==> src/rtl/master_out_port.sv <==
// Serial bus master port: accepts one client request at a time and shifts
// it onto the bus LSB first. The address frame is 12 bits, with 8 data bits
// alongside it. Each extra write-burst beat is sent as an 8-bit data frame.
module master_out_port (
    input  logic        clk,
    input  logic        reset,
    input  logic        req_valid,
    output logic        req_ready,
    input  logic        req_write,
    input  logic [11:0] req_address,
    input  logic [7:0]  req_data,
    input  logic [12:0] req_burst,
    input  logic        wdata_valid,
    input  logic [7:0]  wdata,
    output logic        wdata_ready,
    input  logic        slave_ready,
    output logic        master_valid,
    output logic        tx_address,
    output logic        tx_data,
    output logic        read_en,
    output logic        write_en,
    output logic [12:0] burst,
    output logic        busy,
    output logic        done
);

    typedef enum logic [2:0] {
        IDLE,
        REQ,
        ADDR_SHIFT,
        BEAT_WAIT,
        BEAT_REQ,
        BEAT_SHIFT
    } state_t;

    localparam logic [3:0] ADDR_LAST_BIT = 4'd11;
    localparam logic [3:0] DATA_LAST_BIT = 4'd7;

    state_t      r_state;
    state_t      w_next_state;
    logic [11:0] r_addr;
    logic [7:0]  r_data;
    logic [12:0] r_burst;
    logic [11:0] r_beat_cnt;
    logic [3:0]  r_bit_cnt;
    logic        r_read_en;
    logic        r_write_en;
    logic        r_done;
    logic        w_enter_idle;

    // State register; reset aborts any transfer in flight.
    // NOTE: sequential state uses non-blocking (<=) so every register samples pre-edge values.
    always_ff @(posedge clk or posedge reset) begin
        if (reset) r_state <= IDLE;
        else       r_state <= w_next_state;
    end

    // Next-state decode and bus-facing outputs.
    // NOTE: every output of this block gets a default first, so no path can infer a latch.
    always_comb begin
        w_next_state = r_state;
        master_valid = 1'b0;
        wdata_ready  = 1'b0;
        tx_address   = 1'b0;
        tx_data      = 1'b0;
        case (r_state)
            IDLE: begin
                if (req_valid) w_next_state = REQ;
            end
            REQ: begin
                master_valid = 1'b1;
                tx_address   = r_addr[0];
                tx_data      = r_write_en & r_data[0];
                if (slave_ready) w_next_state = ADDR_SHIFT;
            end
            ADDR_SHIFT: begin
                tx_address = r_addr[0];
                tx_data    = (r_write_en && r_bit_cnt <= DATA_LAST_BIT) ? r_data[0] : 1'b0;
                if (r_bit_cnt == ADDR_LAST_BIT) begin
                    // Read bursts need no further frames: the slave walks the addresses.
                    if (r_beat_cnt == 12'd0 || !r_write_en) w_next_state = IDLE;
                    else                                     w_next_state = BEAT_WAIT;
                end
            end
            BEAT_WAIT: begin
                wdata_ready = 1'b1;
                if (wdata_valid) w_next_state = BEAT_REQ;
            end
            BEAT_REQ: begin
                master_valid = 1'b1;
                tx_data      = r_data[0];
                if (slave_ready) w_next_state = BEAT_SHIFT;
            end
            BEAT_SHIFT: begin
                tx_data = r_data[0];
                if (r_bit_cnt == DATA_LAST_BIT) begin
                    if (r_beat_cnt == 12'd0) w_next_state = IDLE;
                    else                     w_next_state = BEAT_WAIT;
                end
            end
            default: w_next_state = IDLE;
        endcase
    end

    assign w_enter_idle = (r_state != IDLE) && (w_next_state == IDLE);

    // Capture the request, shift frames out, and count bits and beats.
    always_ff @(posedge clk or posedge reset) begin
        if (reset) begin
            r_addr     <= '0;
            r_data     <= '0;
            r_burst    <= '0;
            r_beat_cnt <= '0;
            r_bit_cnt  <= '0;
            r_read_en  <= 1'b0;
            r_write_en <= 1'b0;
            r_done     <= 1'b0;
        end else begin
            r_done <= w_enter_idle;
            case (r_state)
                IDLE: begin
                    if (req_valid) begin
                        r_addr     <= req_address;
                        r_data     <= req_data;
                        r_burst    <= req_burst;
                        r_write_en <= req_write;
                        r_read_en  <= ~req_write;
                        r_beat_cnt <= req_burst[0] ? req_burst[12:1] : 12'd0;
                        r_bit_cnt  <= '0;
                    end
                end
                REQ: begin
                    if (slave_ready) begin
                        r_addr    <= {1'b0, r_addr[11:1]};
                        r_data    <= {1'b0, r_data[7:1]};
                        r_bit_cnt <= 4'd1;
                    end
                end
                ADDR_SHIFT: begin
                    r_addr <= {1'b0, r_addr[11:1]};
                    r_data <= {1'b0, r_data[7:1]};
                    if (r_bit_cnt < ADDR_LAST_BIT) r_bit_cnt <= r_bit_cnt + 4'd1;
                end
                BEAT_WAIT: begin
                    if (wdata_valid) begin
                        r_data <= wdata;
                        if (r_beat_cnt != 12'd0) r_beat_cnt <= r_beat_cnt - 12'd1;
                    end
                end
                BEAT_REQ: begin
                    if (slave_ready) begin
                        r_data    <= {1'b0, r_data[7:1]};
                        r_bit_cnt <= 4'd1;
                    end
                end
                BEAT_SHIFT: begin
                    r_data <= {1'b0, r_data[7:1]};
                    if (r_bit_cnt < DATA_LAST_BIT) r_bit_cnt <= r_bit_cnt + 4'd1;
                end
                default: ;
            endcase
            // Transfer type is only meaningful while a transaction is open.
            if (w_enter_idle) begin
                r_read_en  <= 1'b0;
                r_write_en <= 1'b0;
            end
        end
    end

    // While reset is held the port must not advertise readiness.
    assign req_ready = (r_state == IDLE) && !reset;
    assign busy      = (r_state != IDLE);
    assign read_en   = r_read_en;
    assign write_en  = r_write_en;
    assign burst     = r_burst;
    assign done      = r_done;

endmodule

==> config.mk <==
export PLATFORM = sky130hd
export DESIGN_NAME = master_out_port
export DESIGN_NICKNAME = d
export VERILOG_FILES = /design/src/rtl/master_out_port.sv
export SDC_FILE = /design/constraint.sdc
export NUM_CORES = 1
export LEC_CHECK = 0
export BUFFER_PORTS_ARGS = -buffer_cell sky130_fd_sc_hd__buf_2
export CELL_PAD_IN_SITES_DETAIL_PLACEMENT = 0
export CELL_PAD_IN_SITES_GLOBAL_PLACEMENT = 1
export CORE_MARGIN = 2
export CORE_UTILIZATION = 39
export CTS_CLUSTER_DIAMETER = 150
export DETAILED_ROUTE_END_ITERATION = 7
export PLACE_DENSITY_LB_ADDON = 0.08
export SLEW_MARGIN = 20
export SYNTH_ARGS = -nofsm -noshare
export SYNTH_HDL_FRONTEND = slang
export SYNTH_SLANG_ARGS = --single-unit
==> constraint.sdc <==
create_clock -name clk -period 2.4 [get_ports clk]
set_input_delay 0.24 -clock clk [delete_from_list [all_inputs] [get_ports clk]]
set_output_delay 0.24 -clock clk [all_outputs]
set_load 0.05 [all_outputs]
[Word-level counts from Yosys, hierarchy flattened]
Cells that the tools add are included.
Word-level totals
  flip-flop bits (word level): 55
  output and inout port bits: 22
Cells by class
  $add $sub $neg: 2
  magnitude comparators: 3
  equality and inequality tests: 14
  multiplexer cells: 37
  bitwise operators: 2
  reduce and logical (&&, ||, !) cells: 27
Operator list (number)
  2-to-1 mux 12 bit: 6
  case mux 12 bit (3 select lines): 1
  case mux 8 bit (4 select lines): 1
  2-to-1 mux 8 bit: 3
  case mux 12 bit (2 select lines): 1
  2-to-1 mux 3 bit: 6
  case mux 3 bit (6 select lines): 1
  2-to-1 mux 4 bit: 4
  case mux 4 bit (4 select lines): 1
  zero test 12 bit: 1
  inequality test 2 bit, second input constant: 6
  nonzero test 12 bit: 1
  subtractor 12 x 1 -> 12 bit, second input constant: 1
  2-to-1 mux 1 bit: 10
  AND reduction 4 bit: 2
  nonzero test 4 bit: 2
  OR reduction 2 bit: 4
  == test 3 x 2 -> 1 bit, second input constant: 2
  == test 3 bit, second input constant: 2
  zero test 3 bit: 2
  nonzero test 2 bit: 3
  nonzero test 3 bit: 2
  AND reduction 5 bit: 1
  adder 4 x 1 -> 4 bit, second input constant: 1
  16 further kinds: 21

[Depth between registers and ports, before layout]
Gate-level depths: netlist of the first run.
  word-level depth: 9
  mapped depth: 9
  depth with buffers taken out: 7

[Worst setup path before layout of the first run]
Ideal clock, no wire load.
  path kind: flip-flop to output port
  from: register r_state[2]
  to: output req_ready
  data arrival time: 1745 ps
  data required time: 2160 ps
  path slack: 415 ps
  stages on the path, launching flop included: 5
  path buffers: 1
  cells stage by stage: dfrtp_1 -> buf_2 -> nor3_2 -> inv_1 -> nor2_1
On the way
  word-level cells in the longest chain between the ends: 2
RTL lines
  start: declaration: line 39  | state_t r_state;
  start signal: assignment: line 55  | else r_state <= w_next_state;
  zero test 3 bit: line 171  | assign req_ready = (r_state == IDLE) && !reset;
  logical AND 1 bit: line 171
  end: declaration: line 8  | output logic req_ready,
No other way between the ends.

[Final worst setup path of the first run]
  from: register r_state[1]
  to: output tx_address
On the way
  word-level cells in the longest chain between the ends: 3
  elaborated cells between the ends (all ways): 4
RTL lines
  == test 3 x 2 -> 1 bit / == test 3 x 1 -> 1 bit (equally long branches): line 66  | case (r_state)
  OR reduction 2 bit (no line) *
  2-to-1 mux 1 bit *: line 66
  end: declaration: line 18  | output logic tx_address,
Every way passes the cells marked *; elsewhere a longest branch is shown, timed or not.

==> results by group, run 1 <==
Outcome
  – Outcome: complete, no violations

Drt
  – DRT Pass-1 Iters: 4
  – Starting DRT DRC Count: 164
  – Total wire length: 7940 µm
  – Drt wl/cell: 14.8 µm
  – Total vias in the final route: 2,882
  – Post-DRT Antenna Nets: 0
  – Number of remaining DRC errors: 0
  – Via density: 5.37

Finish
  – Nets: 480
  – Syn-to-layout area delta: 18.0%
  – FILL cells: 820
  – Sequential cell area: 1380 µm²
  – Ant. Diodes: 0
  – Layout cells sized above 1: 24.8%
  – Multi-input logic area: 1680 µm²

Global route
  – Largest net degree at the start of global routing: 56
  – Overflow left after global routing: 0
  – GR Util All Layers: 18.7%
  – Antenna violations before repair: 0
  – Vias in the first global route: 2,802
  – Global-route wire length before repair: 13,500 µm

Clocking
  – Clock buffer depth: 2
  – Root buffer cell: clkbuf_8
  – Setup bufs post-CTS: 0
  – Cts repair resizes: 0
  – CTS tree: done
  – Clock Sinks: 55
  – TritonCTS Buffers: 5
  – Hold Buf Count CTS: 0
  – CTS H-tree lvls: 2
  – Clock latency on the worst-skew pair: 0.32 ns
  – Worst-path clk slew: 0.10 ns

Logic synthesis
  – Synth area leader: dfrtp_1
  – Post-synth ARST share: 100%
  – Post-synthesis net count: 413
  – Synth area leaders: dfrtp_1 (42%), nor2_1 (5.3%), mux2_1 (5.2%), a21oi_1 (4.8%), o21ai_1 (4.6%)
  – Synth top area share: 42.2%
  – Seq/Total Area, Yosys: 42.2%
  – Syn Std Cell Area: 3260 µm²
  – Post-synthesis register bit count: 55
  – EDFF count, synth: 0
  – Post-synth cell types: 59
  – Top-count cell post-synth: dfrtp_1
  – Gate Count Post-Synth: 364
  – Predominant post-synthesis flop cell: dfrtp_1
  – Synth Warn #: 0
  – Synth cell count leaders: dfrtp_1 (55), nor2_1 (46), a21oi_1 (31), o21ai_1 (30), nand2_1 (28)
  – Average cell area after synthesis: 8.95 µm²

Worst setup path
  – Worst EP required: 2.16 ns
  – Worst setup SP type: flip-flop
  – Crit. End Element: output port
  – Slowest stage delay, CP: 0.61 ns
  – Worst path cell trace: buf_4 -> xnor2_1 -> nor2_2 -> and2_1 -> buf_2
  – Max FO, Critical Path: 15
  – Slowest cell on crit path: dfrtp_1
  – CP arrival: 1.97 ns
  – Setup CP Type: flip-flop to output port

STA
  – Worst-margin pin slew: 0.963 ns
  – Fin Setup TNS: 0 ns
  – Final Max Slew Viols: 0
  – Final setup viols: 0
  – Final min period: 2.21 ns
  – Fraction of the cycle the final worst path needs: 92.1%
  – Final Hold Fails: 0
  – RSZ-0062 raised after global routing: no
  – Clock skew: 0.0156 ns
  – F_max: 0.453 GHz
  – Max_slew headroom: 35.5%
  – Final Hold Slack: 0.114 ns

Floorplan
  – CORE AREA: 8180 µm²
  – Io pins: 69
  – Starting Density: 39.9%
  – Chip width: 95.4 µm
  – Height of the die: 95.4 µm
  – Core Rows: 33
  – Die Footprint: 9100 µm²

Min path
  – Worst min-delay path class: input port to asynchronous set/reset pin

Power
  – Pwr Density: 1570 nW/µm²
  – Leakage: 1.76 nW
  – VDD IR max: 507 µV

Placement
  – Placer Congestion: 0.753
  – HPWL Detailed: 5730 µm
  – Port Buffer Count: 68

Flow run
  – Max_cap viols: 0
## layout by cell type, fill, tap and decap left out, types with 3 or more instances in the layout
master and n:
a21oi_1 31, a221oi_1 8, a22o_1 8, a22oi_1 12, a31oi_1 3, and2_1 3, and3_1 3, buf_2 68
buf_4 17, clkbuf_8 5, dfrtp_1 54, inv_1 18, mux2_1 15, mux2i_1 11, nand2_1 28, nand3_1 3
nor2_1 46, nor3_1 5, o21ai_0 12, o21ai_1 30
## critical path, delay by kind of cell (launching register included)
family | cells | cell delay, ns
buffers and inverters | 2 | 0.54
XOR/XNOR | 1 | 0.10
AND/OR/NAND/NOR | 2 | 0.39
flip-flops | 1 | 0.61
## area by class of cell
type / instances / area share, %
clock inverter: 3 / 0.586
inverter: 20 / 1.95
clock buffer: 5 / 1.79
multi-input combinational: 263 / 43.7
sequential: 55 / 35.8
tap: 105 / 3.42
timing repair buffer: 86 / 12.7
## metrics by stage
stage               total power [mW]  utilization, %  area (µm²)  setup WS, ns  instances
finish                          6.05            47.0        3840         0.191        537
global route                    6.61            47.0        3840        0.0395        537
CTS                             6.14            47.0        3840         0.119        537
detailed placement              5.58            45.9        3750         0.347        529
global placement                5.51            45.9        3750         0.418        529
floorplan                       4.64               -        3260         0.415        364
## state kept, by name, indices dropped and copies added, names as in the netlist
signal / cells
r_state: 3
done: 1
read_en: 1
r_addr: 12
r_beat_cnt: 12
write_en: 1
burst: 13
r_bit_cnt: 4
r_data: 8
## metal layers
| metal | up-vias | global-route usage (%) | part of all wire, % |
|---|---|---|---|
| li1 | 1447 | - | - |
| met1 | 1390 | 24.9 | 46 |
| met2 | 40 | 32.5 | 51 |
| met3 | 5 | 2.77 | 2.4 |
| met4 | 0 | 3.93 | 0.83 |
| met5 | - | 0 | 0 |
## worst paths after layout
kind / startpoint / end / slack [ns] / cells past startpoint
hold / removal: reset / burst[2] / 0.11 / 3
setup / recovery: r_state[1] / tx_address / 0.19 / 5
max in group asynchronous: reset / r_state[0] / 1.78 / 3
min in group clk: req_burst[8] / burst[8] / 0.14 / 2
setup reg to reg: r_beat_cnt[0] / r_beat_cnt[2] / 0.37 / 8
hold reg to reg: burst[5] / burst[5] / 0.50 / 1
## cell families after synthesis
group                    Yosys count  synth area share, %
AND/OR/NAND/NOR                  106                 16.1
buffers and inverters             46                 6.18
AO/OA/AOI/OAI                    127                 25.6
multiplexers                      26                 8.56
flip-flops                        55                 42.2
adder cells (fa/ha/maj)            2                0.768
XOR/XNOR                           2                0.538
## report_power, final
part	internal [mW]	switching (mW)
Sequential	1.37	0.404
Clock	0.210	0.330
Combinational	1.40	2.34
Power figures use the tool's default switching activity.
==> inputs of run 2 (changes only) <==
--- a/config.mk
+++ b/config.mk
@@ -9,9 +9,10 @@
 export CELL_PAD_IN_SITES_DETAIL_PLACEMENT = 0
 export CELL_PAD_IN_SITES_GLOBAL_PLACEMENT = 1
 export CORE_MARGIN = 2
-export CORE_UTILIZATION = 39
+export CORE_UTILIZATION = 41
 export CTS_CLUSTER_DIAMETER = 150
 export DETAILED_ROUTE_END_ITERATION = 7
+export MAX_ROUTING_LAYER = met4
 export PLACE_DENSITY_LB_ADDON = 0.08
 export SLEW_MARGIN = 20
 export SYNTH_ARGS = -nofsm -noshare
==> run 2 against run 1 <==
Compared with the run above:
- hold slack got worse by 0.11 ns
- non-clock buffer count shrank 2
- clock power grew 35%
- critical endpoint is now tx_data
==> results by group, run 2 (same netlist as run 1, synthesis figures left out) <==
Outcome
  – Outcome: complete, no violations

Worst setup path
  – Worst path cell trace: nor3b_2 -> nand2_1 -> o22ai_1 -> and2_1 -> buf_2
  – Crit path max-delay family: flip-flops
  – WP buf/inv: 1 (-1)
  – Setup CP Type: flip-flop to output port
  – Crit. End Element: output port
  – Worst setup SP type: flip-flop
  – Worst EP required: 2.16 ns (about the same)
  – CP arrival: 1.98 ns (about the same)
  – Max FO, Critical Path: 18 (+3)
  – Slowest stage delay, CP: 0.63 ns (+0.02 ns)
  – Slowest cell on crit path: dfrtp_1

STA
  – Final Max Slew Viols: 0 (unchanged)
  – Setup ws final: 0.184 ns (-0.00625 ns)
  – Final Hold Fails: 0 (unchanged)
  – Final min period: 2.22 ns (+0.00625 ns)
  – Clock skew: 0.00716 ns (-0.00840 ns)
  – Max_slew headroom: 33.4% (-2.1 points)
  – Worst-margin pin slew: 0.996 ns (+0.0320 ns)
  – Fraction of the cycle the final worst path needs: 92.3% (+0.26 points)
  – Fin Setup TNS: 0 ns (unchanged)
  – F_max: 0.451 GHz (-0.28%)
  – Final setup viols: 0 (unchanged)

Global route
  – Overflow left after global routing: 0 (unchanged)
  – Global-route wire length before repair: 13,500 µm (-0.16%)
  – Largest net degree at the start of global routing: 31 (-45%)
  – Antenna violations before repair: 0 (unchanged)
  – Vias in the first global route: 2,809 (+0.25%)
  – GR Util All Layers: 19.8% (+1.0 points)

Drt
  – Total wire length: 7810 µm (-1.7%)
  – DRT Pass-1 Iters: 4 (unchanged)
  – Via density: 5.36 (about the same)
  – Post-DRT Antenna Nets: 0 (unchanged)
  – Drt wl/cell: 14.7 µm (-0.79%)
  – Number of remaining DRC errors: 0 (unchanged)
  – Total vias in the final route: 2,854 (-0.97%)
  – Starting DRT DRC Count: 98 (-40%)

Finish
  – Most common cell after layout, fill and taps aside: buf_2
  – Max reg flops: 13 (unchanged)
  – Nets: 478 (-0.42%)
  – FILL cells: 748 (-8.8%)
  – Syn-to-layout area delta: 19.0%
  – Ant. Diodes: 0 (unchanged)
  – Final Util: 50.2% (+3.2 points)
  – Most frequent cells in the layout: buf_2 (68), dfrtp_1 (54), nor2_1 (46), a21oi_1 (31), o21ai_1 (30)
  – Layout cells sized above 1: 24.4% (-0.35 points)
  – Finished Cell Area: 3880 µm² (+0.88%)

Clocking
  – Hold Buf Count CTS: 0 (unchanged)
  – Worst-path clk slew: 0.10 ns (about the same)
  – CTS tree: done
  – CTS H-tree lvls: 2 (unchanged)
  – Clock latency on the worst-skew pair: 0.30 ns (-0.02 ns)
  – TritonCTS Buffers: 5 (unchanged)
  – Cts repair resizes: 0 (unchanged)
  – Root buffer cell: clkbuf_8
  – Setup bufs post-CTS: 0 (unchanged)
  – Clock buffer depth: 2 (unchanged)
  – Clock Sinks: 55 (unchanged)

Floorplan
  – Core Rows: 32 (-3.0%)
  – Io pins: 69 (unchanged)
  – Height of the die: 93.2 µm (-2.4%)
  – Die Footprint: 8680 µm² (-4.7%)
  – Chip width: 93.2 µm (-2.4%)
  – CORE AREA: 7730 µm² (-5.5%)
  – Starting Density: 42.2% (+2.3 points)

Placement
  – DP Area: 3730 µm² (-0.50%)
  – HPWL Detailed: 5700 µm (-0.54%)
  – Placer Congestion: 0.831 (+10%)
  – Port Buffer Count: 68 (unchanged)
  – Post-Place Setup Slack: 0.234 ns (-0.113 ns)

Min path
  – Worst min-delay path class: input port to asynchronous set/reset pin

Power
  – Pwr Density: 1590 nW/µm² (+1.3%)
  – Total Power: 6.18 mW (+2.1%)
  – Leakage: 1.77 nW (+0.52%)
  – VDD IR max: 750 µV (+48%)

Flow run
  – Max_cap viols: 0 (unchanged)
-- run 2: layout make-up --
class | instances | area [µm²] | area share, %
inverter | 20 | 75.1 | 1.94
clock buffer | 6 | 72.6 | 1.87
multi-input combinational | 263 | 1690 | 43.6
clock inverter | 2 | 60.1 | 1.55
tap | 102 | 128 | 3.29
timing repair buffer | 84 | 473 | 12.2
sequential | 55 | 1380 | 35.5
-- run 2: routing by layer --
metal,GRT usage [%],share of wire (%),vias to the layer above
li1,-,-,1446
met2,31.3,47,65
met5,-,0,-
met1,27.3,50,1341
met4,4.78,0.49,0
met3,2.50,3.3,2
-- run 2: final timing paths --
check                               from       endpoint  slack, ns  depth (start not counted)
setup / recovery              r_state[2]        tx_data       0.18                          5
hold / removal                     reset      r_addr[2]     0.0004                          2
setup reg to reg           r_beat_cnt[0]  r_beat_cnt[7]       0.20                          8
hold reg to reg                burst[11]      burst[11]       0.49                          1
max in group asynchronous          reset      r_data[6]       1.83                          3
min in group clk            req_burst[7]       burst[7]       0.16                          2
-- run 2: report_power, final --
group | switching [mW] | internal [mW] | leakage, nW
registers | 0.424 | 1.37 | 0.670
clock network | 0.309 | 0.417 | 0.0654
logic | 2.31 | 1.35 | 1.03
-- run 2: stage by stage --
stage,hold WS [ns],std cells
2_1_floorplan,0.372,364
3_3_place_gp,0.354,524
3_5_place_dp,0.353,524
4_1_cts,0.0143,532
5_1_grt,0.0460,532
6_report,0.000443,532
